File: src/rtl/axis_client_arbiter_pkg.sv
// rtl/axis_client_arbiter_pkg.sv - shared AXIS widths, FSM state type and clog2 helper
package axis_client_arbiter_pkg;

  localparam int AXIS_MAX_DATAW = 32;
  localparam int AXIS_DESTW     = 4;
  localparam int AXIS_USERW     = 8;
  localparam int AXIS_IDW       = 4;
  localparam int AXIS_STRBW     = AXIS_MAX_DATAW / 8;
  localparam int AXIS_KEEPW     = AXIS_MAX_DATAW / 8;

  typedef enum logic {
    ST_IDLE,
    ST_LOCKED
  } arb_state_t;

  // Index width for n items, never below one bit so single-client builds still have a port.
  function automatic int clog2_min1(input int n);
    int r;
    r = 0;
    for (int i = 0; i < 32; i++) begin
      if ((1 << r) < n) r = r + 1;
    end
    return (r < 1) ? 1 : r;
  endfunction

endpackage

File: src/rtl/axis_client_arbiter_if.sv
// rtl/axis_client_arbiter_if.sv - client request bundle plus NoC injection stream
interface axis_client_arbiter_if
  import axis_client_arbiter_pkg::*;
#(
  parameter int NUM_CLIENTS = 4,
  parameter int DATAW       = AXIS_MAX_DATAW,
  parameter int DESTW       = AXIS_DESTW,
  parameter int USERW       = AXIS_USERW,
  parameter int IDW         = AXIS_IDW
) ();

  logic [NUM_CLIENTS-1:0]       req_tvalid;
  logic [NUM_CLIENTS-1:0]       req_tlast;
  logic [NUM_CLIENTS*DATAW-1:0] req_tdata;
  logic [NUM_CLIENTS*DESTW-1:0] req_tdest;
  logic [NUM_CLIENTS*USERW-1:0] req_tuser;
  logic [NUM_CLIENTS-1:0]       req_tready;

  logic                  axis_tready;
  logic                  axis_tvalid;
  logic                  axis_tlast;
  logic [DATAW-1:0]      axis_tdata;
  logic [DESTW-1:0]      axis_tdest;
  logic [USERW-1:0]      axis_tuser;
  logic [IDW-1:0]        axis_tid;
  logic [AXIS_STRBW-1:0] axis_tstrb;
  logic [AXIS_KEEPW-1:0] axis_tkeep;

  modport master (
    output req_tvalid, req_tlast, req_tdata, req_tdest, req_tuser, axis_tready,
    input  req_tready, axis_tvalid, axis_tlast, axis_tdata, axis_tdest, axis_tuser,
    input  axis_tid, axis_tstrb, axis_tkeep
  );

  modport slave (
    input  req_tvalid, req_tlast, req_tdata, req_tdest, req_tuser, axis_tready,
    output req_tready, axis_tvalid, axis_tlast, axis_tdata, axis_tdest, axis_tuser,
    output axis_tid, axis_tstrb, axis_tkeep
  );

endinterface

File: src/rtl/axis_client_arbiter_rr_arbiter.sv
// rtl/axis_client_arbiter_rr_arbiter.sv - combinational rotate-priority round-robin picker
module rr_arbiter
  import axis_client_arbiter_pkg::*;
#(
  parameter int N = 4
) (
  input  logic [N-1:0]                req,
  input  logic [clog2_min1(N)-1:0]    ptr,
  output logic [N-1:0]                grant_onehot,
  output logic [clog2_min1(N)-1:0]    grant_idx,
  output logic                        any
);

  localparam int PW = clog2_min1(N);

  int idx;

  // Scan from ptr upward with wrap; the first requester found wins.
  always_comb begin
    idx          = 0;
    any          = 1'b0;
    grant_idx    = '0;
    grant_onehot = '0;
    for (int k = 0; k < N; k++) begin
      idx = int'(ptr) + k;
      if (idx >= N) idx = idx - N;
      if (!any && req[idx]) begin
        any       = 1'b1;
        grant_idx = PW'(idx);
      end
    end
    for (int i = 0; i < N; i++) begin
      if (any && (grant_idx == PW'(i))) grant_onehot[i] = 1'b1;
    end
  end

endmodule

File: src/rtl/axis_client_arbiter.sv
// rtl/axis_client_arbiter.sv - packet-granular round-robin mux of client streams onto one NoC port
module axis_client_arbiter
  import axis_client_arbiter_pkg::*;
#(
  parameter int NUM_CLIENTS = 4,
  parameter int DATAW       = AXIS_MAX_DATAW,
  parameter int DESTW       = AXIS_DESTW,
  parameter int USERW       = AXIS_USERW,
  parameter int IDW         = AXIS_IDW
) (
  input  logic                               clk,
  input  logic                               rst,
  axis_client_arbiter_if.slave               bus,
  output logic                               busy,
  output logic [clog2_min1(NUM_CLIENTS)-1:0] grant_id
);

  localparam int GW = clog2_min1(NUM_CLIENTS);

  arb_state_t              state;
  logic [GW-1:0]           rr_ptr;
  logic [GW-1:0]           lock_id;
  logic [NUM_CLIENTS-1:0]  pick_onehot;
  logic [GW-1:0]           pick;
  logic                    pick_any;
  logic [GW-1:0]           sel;
  logic                    sel_valid;
  logic                    sel_last;
  logic                    out_accept;
  logic                    xfer;
  logic [GW-1:0]           next_ptr;

  rr_arbiter #(.N(NUM_CLIENTS)) u_rr (
    .req          (bus.req_tvalid),
    .ptr          (rr_ptr),
    .grant_onehot (pick_onehot),
    .grant_idx    (pick),
    .any          (pick_any)
  );

  // No skid buffer: the output slot frees up in the same cycle axis_tready is seen.
  assign out_accept = ~bus.axis_tvalid | bus.axis_tready;
  assign sel        = (state == ST_LOCKED) ? lock_id : pick;
  assign sel_valid  = (state == ST_LOCKED) ? bus.req_tvalid[lock_id] : pick_any;
  assign sel_last   = bus.req_tlast[sel];
  assign xfer       = sel_valid & out_accept;
  assign next_ptr   = (sel == GW'(NUM_CLIENTS - 1)) ? '0 : sel + 1'b1;

  assign bus.axis_tstrb = '0;
  assign bus.axis_tkeep = '0;

  always_comb begin
    bus.req_tready = '0;
    if (state == ST_LOCKED) begin
      bus.req_tready[lock_id] = out_accept;
    end else begin
      bus.req_tready = pick_onehot & {NUM_CLIENTS{out_accept}};
    end
  end

  always_ff @(posedge clk or posedge rst) begin
    if (rst) begin
      state           <= ST_IDLE;
      rr_ptr          <= '0;
      lock_id         <= '0;
      busy            <= 1'b0;
      grant_id        <= '0;
      bus.axis_tvalid <= 1'b0;
      bus.axis_tlast  <= 1'b0;
      bus.axis_tdata  <= '0;
      bus.axis_tdest  <= '0;
      bus.axis_tuser  <= '0;
      bus.axis_tid    <= '0;
    end else begin
      if (xfer) begin
        bus.axis_tvalid <= 1'b1;
        bus.axis_tlast  <= sel_last;
        bus.axis_tdata  <= bus.req_tdata[int'(sel)*DATAW +: DATAW];
        bus.axis_tdest  <= bus.req_tdest[int'(sel)*DESTW +: DESTW];
        bus.axis_tuser  <= bus.req_tuser[int'(sel)*USERW +: USERW];
        bus.axis_tid    <= IDW'(sel);
      end else if (bus.axis_tready) begin
        bus.axis_tvalid <= 1'b0;
      end

      case (state)
        ST_IDLE: begin
          if (xfer) begin
            if (sel_last) begin
              rr_ptr <= next_ptr;
            end else begin
              state    <= ST_LOCKED;
              lock_id  <= pick;
              busy     <= 1'b1;
              grant_id <= pick;
            end
          end
        end
        ST_LOCKED: begin
          // A stalled locked source keeps the grant; only its tlast beat releases it.
          if (xfer && sel_last) begin
            state    <= ST_IDLE;
            rr_ptr   <= next_ptr;
            busy     <= 1'b0;
            grant_id <= '0;
          end
        end
        default: state <= ST_IDLE;
      endcase
    end
  end

endmodule

File: src/flat_wrapper.sv
// flat-port wrapper written by rule: the top's interface ports become plain ports
module axis_client_arbiter_flat import axis_client_arbiter_pkg::*;
#(
  parameter int NUM_CLIENTS = 4,
  parameter int DATAW       = AXIS_MAX_DATAW,
  parameter int DESTW       = AXIS_DESTW,
  parameter int USERW       = AXIS_USERW,
  parameter int IDW         = AXIS_IDW
)
  (clk, rst, busy, grant_id, bus_req_tvalid, bus_req_tlast, bus_req_tdata, bus_req_tdest, bus_req_tuser, bus_axis_tready, bus_req_tready, bus_axis_tvalid, bus_axis_tlast, bus_axis_tdata, bus_axis_tdest, bus_axis_tuser, bus_axis_tid, bus_axis_tstrb, bus_axis_tkeep);
  axis_client_arbiter_if #(.NUM_CLIENTS(NUM_CLIENTS), .DATAW(DATAW), .DESTW(DESTW), .USERW(USERW), .IDW(IDW)) bus_i ();
  input  logic clk;
  input  logic rst;
  output logic busy;
  output logic [clog2_min1(NUM_CLIENTS)-1:0] grant_id;
  input wire logic [$bits(bus_i.req_tvalid)-1:0] bus_req_tvalid;
  input wire logic [$bits(bus_i.req_tlast)-1:0] bus_req_tlast;
  input wire logic [$bits(bus_i.req_tdata)-1:0] bus_req_tdata;
  input wire logic [$bits(bus_i.req_tdest)-1:0] bus_req_tdest;
  input wire logic [$bits(bus_i.req_tuser)-1:0] bus_req_tuser;
  input wire logic [$bits(bus_i.axis_tready)-1:0] bus_axis_tready;
  output wire logic [$bits(bus_i.req_tready)-1:0] bus_req_tready;
  output wire logic [$bits(bus_i.axis_tvalid)-1:0] bus_axis_tvalid;
  output wire logic [$bits(bus_i.axis_tlast)-1:0] bus_axis_tlast;
  output wire logic [$bits(bus_i.axis_tdata)-1:0] bus_axis_tdata;
  output wire logic [$bits(bus_i.axis_tdest)-1:0] bus_axis_tdest;
  output wire logic [$bits(bus_i.axis_tuser)-1:0] bus_axis_tuser;
  output wire logic [$bits(bus_i.axis_tid)-1:0] bus_axis_tid;
  output wire logic [$bits(bus_i.axis_tstrb)-1:0] bus_axis_tstrb;
  output wire logic [$bits(bus_i.axis_tkeep)-1:0] bus_axis_tkeep;
  assign bus_i.req_tvalid = bus_req_tvalid;
  assign bus_i.req_tlast = bus_req_tlast;
  assign bus_i.req_tdata = bus_req_tdata;
  assign bus_i.req_tdest = bus_req_tdest;
  assign bus_i.req_tuser = bus_req_tuser;
  assign bus_i.axis_tready = bus_axis_tready;
  assign bus_req_tready = bus_i.req_tready;
  assign bus_axis_tvalid = bus_i.axis_tvalid;
  assign bus_axis_tlast = bus_i.axis_tlast;
  assign bus_axis_tdata = bus_i.axis_tdata;
  assign bus_axis_tdest = bus_i.axis_tdest;
  assign bus_axis_tuser = bus_i.axis_tuser;
  assign bus_axis_tid = bus_i.axis_tid;
  assign bus_axis_tstrb = bus_i.axis_tstrb;
  assign bus_axis_tkeep = bus_i.axis_tkeep;
  axis_client_arbiter #(.NUM_CLIENTS(NUM_CLIENTS), .DATAW(DATAW), .DESTW(DESTW), .USERW(USERW), .IDW(IDW)) u_core (.clk(clk), .rst(rst), .bus(bus_i), .busy(busy), .grant_id(grant_id));
endmodule
File: config.mk
export PLATFORM = sky130hd
export DESIGN_NAME = axis_client_arbiter_flat
export DESIGN_NICKNAME = d
export VERILOG_FILES = /design/src/rtl/axis_client_arbiter_pkg.sv /design/src/rtl/axis_client_arbiter_if.sv /design/src/rtl/axis_client_arbiter_rr_arbiter.sv /design/src/rtl/axis_client_arbiter.sv /design/src/flat_wrapper.sv
export SDC_FILE = /design/constraint.sdc
export NUM_CORES = 1
export LEC_CHECK = 0
export BUFFER_PORTS_ARGS = -buffer_cell sky130_fd_sc_hd__buf_2
export CORE_ASPECT_RATIO = 0.5
export CORE_MARGIN = 3
export CORE_UTILIZATION = 43
export CTS_CLUSTER_SIZE = 20
export DETAILED_ROUTE_END_ITERATION = 10
export GPL_ROUTABILITY_DRIVEN = 0
export GPL_TIMING_DRIVEN = 0
export PLACE_DENSITY = 0.79
export SLEW_MARGIN = 0
export SYNTH_ARGS = -nofsm -noshare
export SYNTH_HDL_FRONTEND = slang
export SYNTH_HIERARCHICAL = 1
export SYNTH_SLANG_ARGS = --single-unit
File: constraint.sdc
create_clock -name clk -period 3.3 [get_ports clk]
set_input_delay 0.495 -clock clk [delete_from_list [all_inputs] [get_ports clk]]
set_output_delay 0.495 -clock clk [all_outputs]
set_load 0.02 [all_outputs]
; Word-level counts from Yosys, hierarchy flattened
; Index checks and enable logic that the tools add are counted.
[totals]
regBits = 56
in_bits = 187
word_cells = 121
[op_classes]
add_sub_neg = 8
magnitude_cmp = 11
eq_ne = 8
shifts = 3
muxes = 56
bitwise_logic = 7
n_reduce_logical = 17
[ops]
columns = op, count
row1 = $lt A32 B4 Y1 const B, 4
row2 = $mux W32, 4
row3 = $shiftx A128 B8 Y32, 1
row4 = $shiftx A32 B6 Y8, 1
row5 = $mux W1, 28
row6 = $mux W2, 12
row7 = $shiftx A16 B5 Y4, 1
row8 = $bmux W1 S2, 6
row9 = $sub A3 B3 Y4 const B, 3
row10 = $ge A3 B3 Y1 const B, 3
row11 = $logic_and A1 B1 Y1, 9
row12 = $reduce_and A3 Y1, 3
row13 = $and A4 B4 Y4, 2
row14 = $pmux W2 S2, 2
row15 = $add A2 B2 Y3 const B, 2
row16 = $eq A2 B2 Y1 const B, 3
row17 = $lt A2 B3 Y1 const B, 2
row18 = $mux W4, 1
row19 = $ne A2 B1 Y1 const B, 2
row20 = $ne A2 B2 Y1 const B, 2
row21 = $pmux W1 S2, 2
row22 = $sub A2 B3 Y4 const B, 1
row23 = $add A2 B1 Y3 const B, 1
row24 = $ge A2 B3 Y1 const B, 1
row25 = other kinds (10), 14

; Longest topological paths before layout
; Gate-level depths: netlist (run 1).
[logic_depth]
depth_word = 21
depth_mapped = 9

; By module
; The synthesis (run 1) kept the hierarchy.
[modules_own_cells]
columns = mod, instances, cells_each, area_each_um2, seq_area_each_um2
row1 = axis_client_arbiter, 1, 224, 3598.5, 1401.3
row2 = rr_arbiter, 1, 33, 211.5, 0.0

; Worst setup path before layout (run 1)
; No wires, ideal clock.
[synth_timing]
kind = input-to-reg
from = in bus_req_tvalid[0]
to = reg u_core.lock_id[0]
setup_time_ns = 0.125
arrival_ns = 2.385
required_ns = 3.175
setup_slack_ns = 0.791
cell_stages = 8
path_buffers = 1
path_cell_list = buf_2 mux2i_1 nor2_1 a311oi_1 mux2i_1 mux4_2 nor4_4 mux2_2
[synth_via]
elab_chain_len = 18
elab_cells_between_ends = 35
classes_between = 26 x mux / 2 x bitwise / 7 x reduce/logical
[synth_lines]
columns = element, line_no
row1 = start: declaration, flat_wrapper.sv:16  ; input wire logic [$bits(bus_i.req_tvalid)-1:0] bus_req_tvalid;
row2 = $bmux W1 S2, axis_client_arbiter_rr_arbiter.sv:27  ; if (!any && req[idx]) begin
row3 = $mux W1 (not written as such) (2 in series), axis_client_arbiter_rr_arbiter.sv:27
row4 = $mux W1, axis_client_arbiter_rr_arbiter.sv:27
row5 = $logic_not A1 Y1, axis_client_arbiter_rr_arbiter.sv:27
row6 = $logic_and A1 B1 Y1, axis_client_arbiter_rr_arbiter.sv:27
row7 = $mux W1, axis_client_arbiter_rr_arbiter.sv:27
row8 = $logic_not A1 Y1, axis_client_arbiter_rr_arbiter.sv:27
row9 = $logic_and A1 B1 Y1, axis_client_arbiter_rr_arbiter.sv:27
row10 = (+2 left out), -
row11 = $logic_and A1 B1 Y1, axis_client_arbiter_rr_arbiter.sv:27
row12 = $mux W2 *, axis_client_arbiter_rr_arbiter.sv:27
row13 = named net u_core.pick[0], axis_client_arbiter.sv:24  ; logic [GW-1:0] pick;
row14 = $mux W2, axis_client_arbiter.sv:43  ; assign sel = (state == ST_LOCKED) ? lock_id : pick;
row15 = $bmux W1 S2, axis_client_arbiter.sv:45  ; assign sel_last = bus.req_tlast[sel];
row16 = $mux W1 (not written as such), axis_client_arbiter.sv:45
row17 = $not A1 Y1 (no line), -
row18 = $reduce_and A3 Y1 (no line), -
row19 = end signal: assignment, axis_client_arbiter.sv:93  ; lock_id <= pick;
row20 = end: declaration, axis_client_arbiter.sv:22  ; logic [GW-1:0] lock_id;
; The timed path passes the listed nets; every way through them passes the cells marked *. The select of a mux whose other input is x is not followed.
; A chain may end at the register's enable or synchronous reset.

; Worst setup path in the final report (run 1)
[layout_timing]
from = reg u_core.rr_ptr[1]
to = reg u_core.bus.axis_tdata[15]
[layout_via]
elab_chain_len = 17
elab_cells_between_ends = 45
classes_between = 7 x add/sub / 4 x order compare / 1 x shift / 26 x mux / 1 x bitwise / 6 x reduce/logical
[layout_lines]
columns = element, line_no
row1 = start: declaration, axis_client_arbiter.sv:21  ; logic [GW-1:0] rr_ptr;
row2 = start signal: assignment, axis_client_arbiter.sv:90  ; rr_ptr <= next_ptr;
row3 = start signal: assignment, axis_client_arbiter.sv:103  ; rr_ptr <= next_ptr;
row4 = "parallel branches: the longest is 14 deep, another holds $sub A3 B3 Y4", -
row5 = $mux W2 *, axis_client_arbiter_rr_arbiter.sv:27
row6 = named net u_core.pick[1], axis_client_arbiter.sv:24
row7 = $mux W2 *, axis_client_arbiter.sv:43
row8 = $shiftx A128 B8 Y32 *, axis_client_arbiter.sv:78  ; bus.axis_tdata <= bus.req_tdata[int'(sel)*DATAW +: DATAW];
row9 = end signal: assignment, axis_client_arbiter.sv:78
row10 = end: declaration, axis_client_arbiter_if.sv:37  ; output req_tready, axis_tvalid, axis_tlast, axis_tdata, axis_tdest, axis_tuser,
; Mark *: on every way through the listed nets, which the timed path passes. The select of a mux whose other input is x is not followed.

==> metrics.yaml, run 1 <==
critical_path:
  ff2ff_setup_slack_ps: 310
  crit_fanout: 10
  rr_startpoint: "u_core/rr_ptr[1]"
  arrival_ps: 3160
  crit_start: "u_core/rr_ptr[1]"
  cp_data_required_time_ps: 3470
  setup.worst_path.class: "reg2reg"
  cp-end-kind: "register"
  worstSetupStartpointType: "register"
yosys:
  syn_area_um2: 3810
  synth_area_leader_cell: "dfrtp_1"
  yosysWarnings: 6
  syn_area_per_cell_um2: 14.8
  synth_area_leaders: "dfrtp_1 (37%), mux4_2 (28%), mux2_4 (11%), mux2_2 (6.5%), buf_4 (3.0%)"
  ys_types: 39
  synth_seq_cells: 56
  yosysTopAreaCellShare_pct: 36.8
  synthCells: 257
  seq_area_frac_synth_pct: 36.8
finish:
  synthToLayoutAreaGrowth_pct: 40.3
  layout.area.seq_um2: 1400
  multiInputGateArea_um2: 2180
  final_nets: 702
  diodes: 0
  drive_gt1_share_pct: 73.6
  mostFrequentLayoutCells: "buf_2 (246), dfrtp_1 (56), mux4_2 (47)"
  utilization_pct: 64.5
  layout_commonest_cell: "buf_2"
  fill_cells: 654
die:
  die_h_um: 72.6
  dieArea_um2: 10100
  die_w_um: 139
  core_area_um2: 8290
  num_rows: 23
  boundaryPins: 252
  initial_core_util_pct: 46.0
job:
  drv_cap: 0
clock_tree:
  clk_latency_ps: 290
  postCtsSetupBuffers: 0
  root_buffer: "clkbuf_16"
  cts_inserted_buffers: 5
  postCtsResizedCells: 0
  clock_path_buffers: 2
  cts-htree-levels: 2
  postCtsHoldBufs: 0
  path_clk_slew_ps: 70
  cts_num_sinks: 56
  cts_tree: "done"
place:
  place_ws_ps: 112
  hpwlAfterDp_um: 9250
  numPortBuffers: 241
routing:
  firstDrtPassIters: 4
  wirelength_um: 11300
  vias: 3258
  drc_errors: 0
  dr.first_iter.drc_count: 150
  drtAntennaViolNets: 0
  wl_per_cell_um: 18.1
  viasPerCell: 5.20
grt:
  grt_use_total_pct: 21.8
  grt_pass1_vias: 3399
  grt_pass1_wl_um: 17300
  grt_max_degree: 30
  antenna_found_initial: 0
  grt_overflow: 0
sta:
  timing.slew.headroom_pct: 56.9
  skew_ps: 4.00
  fin_crit_sh_pct: 90.5
  worst_slew_pin_slew_ps: 646
  drv_slew: 0
  setup_ws_ps: 312
  hold_slack_ps: 293
  setup_tns_ps: 0
  setup_viol: 0
  post-route-min-period_ps: 2990
  rsz0062_at_grt: "no"
  fmax_ghz: 0.335
  finalHoldViolCount: 0
worst_hold_path:
  min_path_type: "in2async"
pwr:
  finalPower_mw: 5.35
  powerDensity_nw_per_um2: 1000
  power_leakage_nw: 2.68
  max-vdd-ir-drop_v: 0.000441
status:
  outcome: "completed"
-- synthesized netlist by cell type --
master     count
mux2_2        22
buf_4         15
o21a_1         3
buf_1          2
o21bai_1       1
a21oi_1       13
a21boi_0       1
nor2b_1        1
nand3_1        2
nor2_2         1
and2b_2        1
mux4_2        47
o221a_2        2
a22o_1         2
clkbuf_1       3
inv_1          6
o2bb2ai_1      1
nor3_1         1
mux2i_4        1
nand2b_1       2
a311oi_1       1
conb_1         1
mux2_4        27
buf_6          7
and3_1         2
dfrtp_1       56
o2bb2a_1       1
buf_2          5
nor4_4         1
xor2_1         1
nand3b_1       1
a211o_1        2
mux2i_1        3
o31ai_1        1
nor2_1         8
o21ai_0        5
nand2_1        6
and2_1         1
clkbuf_2       1
-- through the flow --
stage               instances  area (µm²)
detailed placement        620        5210
floorplan                 266        3840
global route              627        5340
global placement          619        5190
finish                    627        5340
CTS                       627        5340
-- metal layers --
layer / routed length (µm) / GRT usage [%] / vias up
li1: - / - / 1495
met5: 0 / 0 / -
met3: 552 / 4.08 / 15
met4: 151 / 5.10 / 0
met2: 6110 / 39.3 / 107
met1: 4510 / 28.0 / 1641
-- cell type report --
class	instances	area share, %
sequential	56	26.2
tap	112	2.62
clock buffer	6	2.41
inverter	6	0.421
timing repair buffer	242	22.9
buffer	33	4.50
clock inverter	1	0.0937
multi-input combinational	171	40.8
-- cell families after synthesis --
group                     synth area share (%)
xor gates and xnor gates                 0.230
other                                   0.0984
buffers and inverters                     6.90
muxes                                     46.3
DFF                                       36.8
AOI/OAI and AO/OA                         5.78
and+or+nand+nor                           3.91
-- worst max-delay path, stage by stage (launching register included) --
cell and delay (ps):
dfrtp_1 390, buf_6 150, a21oi_1 70, o21ai_0 150, o2bb2a_1 270, mux2i_1 240
buf_2 340, buf_1 540, mux4_2 430, mux2_4 280
-- sequential cells by signal, summed over array words and instances, names as in the netlist, named ones only --
register                count
u_core/rr_ptr               2
u_core/lock_id              2
u_core/bus.axis_tdata      32
u_core/busy                 1
u_core/bus.axis_tuser       8
u_core/bus.axis_tdest       4
u_core/bus.axis_tvalid      1
u_core/bus.axis_tlast       1
u_core/bus.axis_tid         2
u_core/grant_id             2
-- report_power, final --
part           internal (mW)  leakage [nW]  switching, mW
clock                  0.277        0.0667          0.228
combinational           1.87          1.96           1.72
sequential              1.05         0.654          0.192
total                   3.20          2.68           2.14
-- worst paths after layout --
check	endpoint	cells after the start
max	u_core/bus.axis_tdata[15]	9
min	u_core/bus.axis_tuser[0]	2
max reg2reg	u_core/bus.axis_tdata[15]	9
min reg2reg	u_core/bus.axis_tdata[7]	1
max in group asynchronous	u_core/bus.axis_tuser[5]	3
min in group clk	u_core/bus.axis_tdata[7]	1
No activity file was read; power rests on OpenSTA's default activity.
==> inputs of run 2 (changes only) <==
--- a/config.mk
+++ b/config.mk
@@ -5,9 +5,8 @@
 export SDC_FILE = /design/constraint.sdc
 export NUM_CORES = 1
 export LEC_CHECK = 0
-export BUFFER_PORTS_ARGS = -buffer_cell sky130_fd_sc_hd__buf_2
+export BUFFER_PORTS_ARGS = -buffer_cell sky130_fd_sc_hd__clkbuf_2
 export CORE_ASPECT_RATIO = 0.5
-export CORE_MARGIN = 3
 export CORE_UTILIZATION = 43
 export CTS_CLUSTER_SIZE = 20
 export DETAILED_ROUTE_END_ITERATION = 10
==> run 2 against run 1 <==
Hold slack improved by 5.9 ps. Count of clock-buffer cells in the layout did not move. Setup slack improved by 110 ps. Combinational power barely moved. Via count fell by 0.61%. Core utilization rose by 0.36 points. Cell count rose by 0.16%. Final area rose by 0.56%. Critical path depth did not move. Largest cell class unchanged. Highest routed layer unchanged.
==> metrics.yaml, run 2 (same netlist as run 1, synthesis figures left out) <==
clock_tree:
  clock_path_buffers: 2
  postCtsSetupBuffers: 0
  cts_tree: "done"
  cts_inserted_buffers: 5
  cts_num_sinks: 56
  postCtsResizedCells: 0
  root_buffer: "clkbuf_16"
  path_clk_slew_ps: 70
  postCtsHoldBufs: 0
  cts-htree-levels: 2
  clk_latency_ps: 290
finish:
  fill_cells: 705
  layout.area.seq_um2: 1400
  reg_top3: "u_core/bus.axis_tdata: 32 flops, u_core/bus.axis_tuser: 8 flops, u_core/bus.axis_tdest: 4 flops"
  diodes: 0
  drive_gt1_share_pct: 73.6
  layout_commonest_cell: "clkbuf_2"
  final_nets: 702
  synthToLayoutAreaGrowth_pct: 41.1
  largest_register_ffs: 32
  regMostFlops: "u_core/bus.axis_tdata"
  multiInputGateArea_um2: 2180
  mostFrequentLayoutCells: "clkbuf_2 (242), dfrtp_1 (56), mux4_2 (47)"
grt:
  grt_pass1_wl_um: 15600
  grt_max_degree: 33
  grt_use_total_pct: 22.5
  grt_overflow: 0
  antenna_found_initial: 0
  grt_pass1_vias: 3139
routing:
  firstDrtPassIters: 4
  vias: 3238
  drtAntennaViolNets: 0
  drc_errors: 0
  wl_per_cell_um: 17.0
  dr.first_iter.drc_count: 164
  wirelength_um: 10700
  viasPerCell: 5.16
critical_path:
  arrival_ps: 3060
  timing.rr.end: "u_core/bus.axis_tdata[31]"
  crit_fanout: 10
  crit_slowest_cell: "buf_1"
  crit_chain: "buf_6 -> a21oi_1 -> o21ai_0 -> o2bb2a_1 -> mux2i_1 -> buf_2 -> buf_1 -> mux4_2 -> mux2_4"
  rr_startpoint: "u_core/rr_ptr[1]"
  ff2ff_setup_slack_ps: 420
  path_delay_family: "buffers and inverters"
  cp-end-kind: "register"
  critPathMaxStageDelay_ps: 540
  worst-path-buf-inv: 3
  r2r_cells: 9
  worstSetupStartpointType: "register"
  cp_data_required_time_ps: 3480
  setup.worst_path.class: "reg2reg"
pwr:
  power.share.clock_pct: 10.9
  p_sw_mw: 2.15
  finalPower_mw: 5.43
  powerDensity_nw_per_um2: 1010
  power_leakage_nw: 2.75
  switching_share_pct: 39.6
  pwr-share-comb_pct: 65.8
  max-vdd-ir-drop_v: 0.000432
  intPower_mw: 3.28
  pwr-share-seq_pct: 23.3
sta:
  drv_slew: 0
  timing.slew.headroom_pct: 52.9
  finalHoldViolCount: 0
  post-route-min-period_ps: 2880
  setup_tns_ps: 0
  setup_viol: 0
  worst_slew_pin_slew_ps: 705
  rsz0062_at_grt: "no"
  fin_crit_sh_pct: 87.3
  skew_ps: 6.01
  fmax_ghz: 0.347
die:
  initial_core_util_pct: 46.0
  core_area_um2: 8290
  dieArea_um2: 9260
  boundaryPins: 252
  die_w_um: 135
  die_h_um: 68.6
  num_rows: 23
worst_hold_path:
  min_path_type: "in2async"
place:
  numPortBuffers: 241
  hpwlAfterDp_um: 8850
status:
  outcome: "completed"
job:
  drv_cap: 0
[run 2: worst reg2reg max path, delay by kind of cell (launching register included)]
family | cells | cell delay, ps
compound gates | 3 | 480
mux | 3 | 900
flops | 1 | 400
buf+inv | 3 | 1000
[run 2: worst max-delay path by stage]
| stage | startpoint | endpoint | slack (ps) | cells after the start |
|---|---|---|---|---|
| floorplan | bus_req_tvalid[0] | u_core/lock_id[0] | 790 | 8 |
| global placement | bus_req_tvalid[0] | u_core/bus.axis_tdata[6] | 220 | 10 |
| detailed placement | bus_req_tvalid[0] | u_core/bus.axis_tdata[11] | 190 | 10 |
| CTS | u_core/rr_ptr[1] | u_core/bus.axis_tdata[6] | 420 | 9 |
| global route | u_core/rr_ptr[1] | u_core/bus.axis_tdata[11] | 260 | 9 |
| finish | u_core/rr_ptr[1] | u_core/bus.axis_tdata[31] | 420 | 9 |
[run 2: final cells by class]
| class | instances | area share, % |
|---|---|---|
| clock buffer | 6 | 2.40 |
| tap | 112 | 2.61 |
| inverter | 6 | 0.419 |
| clock inverter | 2 | 0.652 |
| timing repair buffer | 242 | 22.8 |
| sequential | 56 | 26.1 |
| multi-input combinational | 171 | 40.6 |
| buffer | 33 | 4.47 |
[run 2: metal layers]
metal,part of all wire (%),track usage [%]
met2,55,41.3
met3,3.6,3.14
met4,0.75,4.63
met1,41,29.1
met5,0,0
[run 2: power groups by stage]
| stage | clock network [mW] | logic (mW) | registers [mW] |
|---|---|---|---|
| global route | 0.636 | 3.80 | 1.31 |
| floorplan | 0 | 2.33 | 1.63 |
| CTS | 0.602 | 3.61 | 1.26 |
| finish | 0.594 | 3.57 | 1.26 |
| global placement | 0 | 3.53 | 1.25 |
| detailed placement | 0 | 3.60 | 1.27 |
[run 2: per-stage QoR]
step                      hold slack [ps]  util, %  instances  setup WS (ps)  cell area [µm²]
after floorplan                       540        -        266            791             3840
after global placement                490     62.6        619            223             5190
after detailed placement              493     62.9        620            189             5210
after CTS                             319     64.8        628            422             5370
after global routing                  354     64.8        628            256             5370
final                                 299     64.8        628            418             5370
